`config.mk`:
```
export PLATFORM = sky130hd
export DESIGN_NAME = tinyodin_obi_responder
export DESIGN_NICKNAME = d
export VERILOG_FILES = /design/src/rtl/obi_pkg.sv /design/src/rtl/tinyodin_pkg.sv /design/src/rtl/tinyodin_addr_decode.sv /design/src/rtl/tinyodin_obi_responder.sv
export SDC_FILE = /design/constraint.sdc
export NUM_CORES = 1
export LEC_CHECK = 0
export BUFFER_PORTS_ARGS = -buffer_cell sky130_fd_sc_hd__buf_4
export CAP_MARGIN = 20
export CORE_MARGIN = 5
export CORE_UTILIZATION = 30
export CTS_BUF_LIST = sky130_fd_sc_hd__clkbuf_2 sky130_fd_sc_hd__clkbuf_4 sky130_fd_sc_hd__clkbuf_8
export DETAILED_ROUTE_END_ITERATION = 6
export GPL_ROUTABILITY_DRIVEN = 0
export PLACE_DENSITY = 0.66
export SYNTH_ARGS = -nofsm -noshare
export SYNTH_HDL_FRONTEND = slang
export SYNTH_HIERARCHICAL = 1
export SYNTH_SLANG_ARGS = --single-unit
```
`constraint.sdc`:
```
create_clock -name CLK -period 3.1 [get_ports CLK]
set_clock_uncertainty 0.05 [all_clocks]
set_input_delay 0.62 -clock CLK [delete_from_list [all_inputs] [get_ports CLK]]
set_output_delay 0.62 -clock CLK [all_outputs]
set_load 0.01 [all_outputs]
```
`src/rtl/obi_pkg.sv`:
```
// OBI bus payload types shared by the host side and the tinyODIN responder.
package obi_pkg;

    typedef struct packed {
        logic        req;
        logic        we;
        logic [3:0]  be;
        logic [31:0] addr;
        logic [31:0] wdata;
    } obi_req_t;

    typedef struct packed {
        logic        gnt;
        logic        rvalid;
        logic [31:0] rdata;
    } obi_resp_t;

endpackage

```
`src/rtl/tinyodin_pkg.sv`:
```
// Address map, control register layout and FSM types for the tinyODIN OBI responder.
package tinyodin_pkg;

    localparam int unsigned DATA_W         = 32;
    localparam int unsigned REGION_W       = 2;
    localparam int unsigned REGION_LSB     = 20;
    localparam int unsigned MAP_LSB        = 22;
    localparam int unsigned WORD_LSB       = 2;
    localparam int unsigned CTRL_START_BIT = 10;
    localparam int unsigned CTRL_HI_W      = DATA_W - CTRL_START_BIT - 1;
    localparam int unsigned CTRL_LO_W      = CTRL_START_BIT;

    localparam logic [DATA_W-1:0] UNMAPPED_RDATA  = 32'hDEAD_BEEF;
    localparam logic [DATA_W-1:0] CTRL_START_MASK = DATA_W'(1) << CTRL_START_BIT;

    typedef enum logic [REGION_W-1:0] {
        REG_SPK  = 2'd0,
        REG_NEUR = 2'd1,
        REG_SYN  = 2'd2,
        REG_CTRL = 2'd3
    } region_t;

    typedef enum logic {
        ST_IDLE = 1'b0,
        ST_RESP = 1'b1
    } state_t;

    // Control register as seen by the host: START position reports core busy.
    function automatic logic [DATA_W-1:0] ctrl_view(input logic [DATA_W-1:0] ctrl,
                                                    input logic busy);
        return (ctrl & ~CTRL_START_MASK) | (busy ? CTRL_START_MASK : '0);
    endfunction

endpackage

```
`src/rtl/tinyodin_addr_decode.sv`:
```
// Splits an OBI byte address into target region, per-region word index and unmapped flag.
module tinyodin_addr_decode
    import tinyodin_pkg::*;
#(
    parameter int unsigned SPK_AW  = 6,
    parameter int unsigned NEUR_AW = 8,
    parameter int unsigned SYN_AW  = 13
) (
    input  logic [DATA_W-1:0]  addr,
    output region_t            region,
    output logic               unmapped,
    output logic [SPK_AW-1:0]  spk_idx,
    output logic [NEUR_AW-1:0] neur_idx,
    output logic [SYN_AW-1:0]  syn_idx
);

    // Bits outside the decoded fields are don't-care by design.
    logic unused_addr;
    assign unused_addr = ^addr;

    // Pure field extraction; region bits are meaningless when unmapped is set.
    always_comb begin
        region   = region_t'(addr[REGION_LSB +: REGION_W]);
        unmapped = |addr[DATA_W-1:MAP_LSB];
        spk_idx  = addr[WORD_LSB +: SPK_AW];
        neur_idx = addr[WORD_LSB +: NEUR_AW];
        syn_idx  = addr[WORD_LSB +: SYN_AW];
    end

endmodule

```
`src/rtl/tinyodin_obi_responder.sv`:
```
// OBI slave front-end of tinyODIN: SRAM strobes, control register, start pulse, busy stall.
module tinyodin_obi_responder
    import tinyodin_pkg::*;
#(
    parameter int unsigned N      = 256,
    parameter int unsigned SPK_AW = 6,
    parameter int unsigned SYN_AW = 13,
    parameter type         req_t  = obi_pkg::obi_req_t,
    parameter type         rsp_t  = obi_pkg::obi_resp_t
) (
    input  logic                 CLK,
    input  logic                 RST,
    input  req_t                 tinyODIN_slave_req_i,
    output rsp_t                 tinyODIN_slave_resp_o,
    output logic                 spk_cs_o,
    output logic                 spk_we_o,
    output logic [SPK_AW-1:0]    spk_addr_o,
    output logic                 neur_cs_o,
    output logic                 neur_we_o,
    output logic [$clog2(N)-1:0] neur_addr_o,
    output logic                 syn_cs_o,
    output logic                 syn_we_o,
    output logic [SYN_AW-1:0]    syn_addr_o,
    output logic [DATA_W-1:0]    mem_wdata_o,
    input  logic [DATA_W-1:0]    spk_rdata_i,
    input  logic [DATA_W-1:0]    neur_rdata_i,
    input  logic [DATA_W-1:0]    syn_rdata_i,
    output logic [DATA_W-1:0]    ctrl_o,
    output logic                 start_o,
    input  logic                 core_busy_i
);

    localparam int unsigned NEUR_AW = $clog2(N);

    state_t              state_q, state_d;
    region_t             region, region_q;
    logic                unmapped, unmapped_q, we_q;
    logic [SPK_AW-1:0]   spk_idx;
    logic [NEUR_AW-1:0]  neur_idx;
    logic [SYN_AW-1:0]   syn_idx;
    logic                is_sram, gnt, rvalid, ctrl_wr;
    logic [DATA_W-1:0]   resp_rdata, rdata_q, ctrl_q;
    logic                start_q;

    // Every write is a full word, so byte enables carry no information here.
    logic unused_be;
    assign unused_be = ^tinyODIN_slave_req_i.be;

    tinyodin_addr_decode #(
        .SPK_AW  (SPK_AW),
        .NEUR_AW (NEUR_AW),
        .SYN_AW  (SYN_AW)
    ) u_addr_decode (
        .addr     (tinyODIN_slave_req_i.addr),
        .region   (region),
        .unmapped (unmapped),
        .spk_idx  (spk_idx),
        .neur_idx (neur_idx),
        .syn_idx  (syn_idx)
    );

    assign ctrl_o  = ctrl_q;
    assign start_o = start_q;
    assign ctrl_wr = gnt && !unmapped && (region == REG_CTRL) && tinyODIN_slave_req_i.we;

    // Response FSM state register.
    always_ff @(posedge CLK) begin
        if (RST) begin
            state_q <= ST_IDLE;
        end else begin
            state_q <= state_d;
        end
    end

    // Grant, SRAM strobes for the cycle-0 request, and the cycle-1 response.
    always_comb begin
        state_d               = ST_IDLE;
        spk_cs_o              = 1'b0;
        spk_we_o              = 1'b0;
        spk_addr_o            = '0;
        neur_cs_o             = 1'b0;
        neur_we_o             = 1'b0;
        neur_addr_o           = '0;
        syn_cs_o              = 1'b0;
        syn_we_o              = 1'b0;
        syn_addr_o            = '0;
        mem_wdata_o           = '0;
        resp_rdata            = '0;
        tinyODIN_slave_resp_o = '0;

        is_sram = !unmapped && (region != REG_CTRL);
        gnt     = !RST && tinyODIN_slave_req_i.req && !(core_busy_i && is_sram);

        if (gnt) begin
            state_d = ST_RESP;
            if (is_sram) begin
                mem_wdata_o = tinyODIN_slave_req_i.wdata;
                case (region)
                    REG_SPK: begin
                        spk_cs_o   = 1'b1;
                        spk_we_o   = tinyODIN_slave_req_i.we;
                        spk_addr_o = spk_idx;
                    end
                    REG_NEUR: begin
                        neur_cs_o   = 1'b1;
                        neur_we_o   = tinyODIN_slave_req_i.we;
                        neur_addr_o = neur_idx;
                    end
                    REG_SYN: begin
                        syn_cs_o   = 1'b1;
                        syn_we_o   = tinyODIN_slave_req_i.we;
                        syn_addr_o = syn_idx;
                    end
                    default: ;
                endcase
            end
        end

        if (we_q) begin
            resp_rdata = '0;
        end else if (unmapped_q) begin
            resp_rdata = UNMAPPED_RDATA;
        end else begin
            case (region_q)
                REG_SPK:  resp_rdata = spk_rdata_i;
                REG_NEUR: resp_rdata = neur_rdata_i;
                REG_SYN:  resp_rdata = syn_rdata_i;
                default:  resp_rdata = ctrl_view(ctrl_q, core_busy_i);
            endcase
        end

        rvalid                       = !RST && (state_q == ST_RESP);
        tinyODIN_slave_resp_o.gnt    = gnt;
        tinyODIN_slave_resp_o.rvalid = rvalid;
        tinyODIN_slave_resp_o.rdata  = RST ? '0 : (rvalid ? resp_rdata : rdata_q);
    end

    // Request attributes, control register, start pulse and held read data.
    always_ff @(posedge CLK) begin
        if (RST) begin
            region_q   <= REG_SPK;
            we_q       <= 1'b0;
            unmapped_q <= 1'b0;
            ctrl_q     <= '0;
            start_q    <= 1'b0;
            rdata_q    <= '0;
        end else begin
            start_q <= 1'b0;
            if (gnt) begin
                region_q   <= region;
                we_q       <= tinyODIN_slave_req_i.we;
                unmapped_q <= unmapped;
            end
            if (ctrl_wr) begin
                ctrl_q  <= tinyODIN_slave_req_i.wdata & ~CTRL_START_MASK;
                start_q <= tinyODIN_slave_req_i.wdata[CTRL_START_BIT] && !core_busy_i;
            end
            if (rvalid) begin
                rdata_q <= resp_rdata;
            end
        end
    end

endmodule

```
==> flow_summary.json <==
{
  "status": "completed",
  "die_height_um": 127,
  "netSwitchingPower_uw": 560,
  "crit_slowest_cell": "sky130_fd_sc_hd__or3b_4",
  "r2r-start": "region_q[1]",
  "worst_setup_hold_path_clk_slew_ps": 70,
  "drt_iter0_drc": 252,
  "yosys_register_bits": 69,
  "die-area_um2": 16100,
  "cts.sink_count": 69,
  "netlist.top_cell.by_area": "sky130_fd_sc_hd__dfxtp_1",
  "syn_nets": 615,
  "final.period_utilization_pct": 96.6,
  "met2RoutedLength_um": 8390,
  "cp_data_required_time_ps": 2430,
  "htree_levels": 3,
  "cts_buffers": 9,
  "m1WireLength_um": 6600,
  "dpl.cell_count": 856,
  "pin_count_of_the_biggest_net_entering_global_routing": 33,
  "setup_violations": 0,
  "yosysSeqAreaShare_pct": 33.8,
  "worst-r2r-cell-count": 3,
  "setup_tns_ps": 0,
  "max-vdd-ir-drop_mv": 0.138,
  "tritoncts": "built",
  "syn_area_um2": 4090,
  "final-max-slew-violation-count": 0,
  "place_area_um2": 6260,
  "grt_antenna_before_repair": 0,
  "ff2ff_setup_slack_ps": 1380,
  "worst_path_setup_slack_after_routing_ps": 105,
  "postLayoutCellArea_um2": 6450,
  "io_pins": 301,
  "post_synth.cell_area_avg_um2": 9.16,
  "aggregate_global_route_resource_usage_pct": 19.3,
  "detail_route.vias_per_cell": 5.01,
  "drive_above_1_share_pct": 51.0,
  "synth.lib_cells_used.distinct": 31,
  "cts-root-buf": "sky130_fd_sc_hd__clkbuf_8",
  "start_kind": "primary input",
  "timing_hold_violations_final": 0,
  "fin_cells": 872,
  "place_hpwl_um": 13000,
  "area_growth_pct": 57.9,
  "drt_pass1_iterations": 4,
  "first_global_vias": 4715,
  "share_comb_of_total_power_pct": 22.4,
  "crit_path_max_fanout": 15,
  "sequentialPowerShare_pct": 43.7,
  "hp-start": "rdata_q[13]",
  "pwr-share-clk_pct": 33.9,
  "power_switching_share_pct": 26.0,
  "first_pass_grt_wire_length_um": 24900,
  "worst_path_largest_cell_delay_ps": 460,
  "crit_path_cell_trace": "buf_4, nor4_1, nand3_1, or3b_4, nor4b_4, buf_4, and2_2, buf_4",
  "synth_largest_type_area_fraction_pct": 33.8,
  "min_period_ps": 3000,
  "fmax_ghz": 0.334,
  "critical-path-top-cell-by-count": "sky130_fd_sc_hd__buf_4",
  "routed-via-count": 4365,
  "worstSetupEndpointType": "primary output",
  "clock_insertion_delay_worst_skew_ps": 330,
  "port_buffers": 288,
  "highest-signal-layer": "met4",
  "hp-class": "reg -> reg",
  "power.internal_mw": 1.60,
  "ys_top_cells_by_area": "sky130_fd_sc_hd__dfxtp_1, sky130_fd_sc_hd__mux2i_1, sky130_fd_sc_hd__and2_1",
  "insertedDiodeCount": 0,
  "sum_of_routed_wire_length_over_all_layers_um": 16400,
  "drc": 0,
  "routed-wl-met3_um": 1120,
  "row_count": 42,
  "critPathKind": "in -> out",
  "pre_cts_worst_setup_slack_ps": 90.8,
  "grt_overflow": 0,
  "core_area_um2": 13300,
  "cp_data_arrival_time_ps": 2330,
  "yosys_warnings": 6,
  "hold_path_end": "rdata_q[13]",
  "rsz0062_at_grt": "false",
  "cts_hold_buffers": 0,
  "cts.repair_timing.setup_buffer_count": 0,
  "ant_nets": 0,
  "layout.filler_cells": 1315,
  "wl_per_cell_um": 18.8,
  "leakagePower_nw": 2.98,
  "timing.max_cap.violations": 0,
  "postSynthCellCount": 446,
  "die_width_um": 127,
  "start_util_pct": 30.7,
  "hold_path_depth": 1,
  "post_cts.resized_instances": 0,
  "finish.net_count": 860,
  "max-clock-path-buffers": 2,
  "timing.rr.end": "rdata_q[8]",
  "p_per_area_nw_per_um2": 334
}
metal layers:
metal  track usage [%]  vias up
li1                  -     2068
met1              22.5     2085
met2              35.1      191
met3              4.75       21
met4              5.17        0
met5                 0        -
per-stage QoR:
| step | util [%] | hold slack, ps | power, mW |
|---|---|---|---|
| 2_1_floorplan | - | 458 | 1.20 |
| 3_5_place_dp | 47.1 | 413 | 1.45 |
| 3_3_place_gp | 47.1 | 415 | 1.44 |
| 6_report | 48.5 | 431 | 2.15 |
| 5_1_grt | 48.5 | 450 | 2.26 |
| 4_1_cts | 48.5 | 433 | 2.18 |
worst max path at each step:
| stage | depth (start not counted) | slack [ps] | endpoint | from |
|---|---|---|---|---|
| after floorplan | 5 | 10 | mem_wdata_o[10] | tinyODIN_slave_req_i[61] |
| after global placement | 8 | 110 | syn_addr_o[12] | tinyODIN_slave_req_i[61] |
| after detailed placement | 8 | 90 | syn_addr_o[1] | tinyODIN_slave_req_i[61] |
| after CTS | 8 | 80 | syn_addr_o[1] | tinyODIN_slave_req_i[61] |
| after global routing | 8 | 6 | syn_addr_o[9] | tinyODIN_slave_req_i[61] |
| final | 8 | 100 | syn_addr_o[0] | tinyODIN_slave_req_i[61] |
power groups by stage:
stage	clock [mW]	combinational, mW	sequential (mW)
global placement	0	0.479	0.961
global route	0.795	0.521	0.945
floorplan	0	0.253	0.945
CTS	0.750	0.488	0.942
detailed placement	0	0.487	0.962
finish	0.730	0.483	0.942
area by class of cell:
type	count	area, um2	area share, %
tap	176	220	3.41
inverter	3	11.3	0.175
clock inverter	5	50.0	0.776
clock buffer	11	145	2.25
timing repair buffer	308	2350	36.4
multi-input combinational	300	2290	35.5
sequential	69	1390	21.5
worst max-delay path, delay by kind of cell:
| kind | cells | cell delay [ps] |
|---|---|---|
| buffers and inverters | 3 | 440 |
| AND/OR/NAND/NOR | 5 | 1280 |
cell families after synthesis:
family | share of synthesized area [%]
AOI/OAI and AO/OA | 19.4
buffers and inverters | 10.7
DFF | 33.8
muxes | 17.3
other | 0.0918
and+or+nand+nor | 18.7
layout by cell type, fill, tap and decap left out, types with 3 or more instances in the layout:
cell type                    n
sky130_fd_sc_hd__buf_4     305
sky130_fd_sc_hd__a21oi_1    32
sky130_fd_sc_hd__clkbuf_8   10
sky130_fd_sc_hd__clkinv_2    4
sky130_fd_sc_hd__and2_2      7
sky130_fd_sc_hd__a22o_1     32
sky130_fd_sc_hd__buf_12      3
sky130_fd_sc_hd__dfxtp_1    68
sky130_fd_sc_hd__inv_1       3
sky130_fd_sc_hd__nor4_1      3
sky130_fd_sc_hd__nor2b_1     6
sky130_fd_sc_hd__mux2_2      4
sky130_fd_sc_hd__o21ai_0    31
sky130_fd_sc_hd__mux2i_1    48
sky130_fd_sc_hd__and2_1     54
sky130_fd_sc_hd__nand3_1    33
sky130_fd_sc_hd__a22oi_1    24
sky130_fd_sc_hd__mux4_2      8
registers in the layout, summed over array words and instances, names as in the netlist:
register and cells:
ctrl_o 31, state_q 1, unmapped_q 1, rdata_q 32, we_q 1, start_o 1
region_q 2
cells in the mapped netlist:
master,count
sky130_fd_sc_hd__nor2_1,3
sky130_fd_sc_hd__buf_4,32
sky130_fd_sc_hd__a22oi_1,24
sky130_fd_sc_hd__conb_1,1
sky130_fd_sc_hd__nor4b_4,2
sky130_fd_sc_hd__a21o_1,1
sky130_fd_sc_hd__a21oi_1,32
sky130_fd_sc_hd__dfxtp_1,69
sky130_fd_sc_hd__buf_6,1
sky130_fd_sc_hd__a22o_1,32
sky130_fd_sc_hd__clkbuf_1,24
sky130_fd_sc_hd__inv_1,3
sky130_fd_sc_hd__a2111oi_0,1
sky130_fd_sc_hd__mux2i_1,48
sky130_fd_sc_hd__nand3_1,33
sky130_fd_sc_hd__mux2_2,4
sky130_fd_sc_hd__nor4_4,1
sky130_fd_sc_hd__buf_2,16
sky130_fd_sc_hd__o21ai_0,31
sky130_fd_sc_hd__nor3b_2,1
sky130_fd_sc_hd__and2_2,7
sky130_fd_sc_hd__mux4_2,8
sky130_fd_sc_hd__and3_1,1
sky130_fd_sc_hd__nor4_1,3
sky130_fd_sc_hd__clkbuf_2,1
sky130_fd_sc_hd__nand2b_1,1
sky130_fd_sc_hd__and2_1,54
sky130_fd_sc_hd__nor3b_1,2
sky130_fd_sc_hd__nand2_1,1
sky130_fd_sc_hd__or3b_4,2
sky130_fd_sc_hd__nor2b_1,7
No activity file was read; power rests on OpenSTA's default activity.
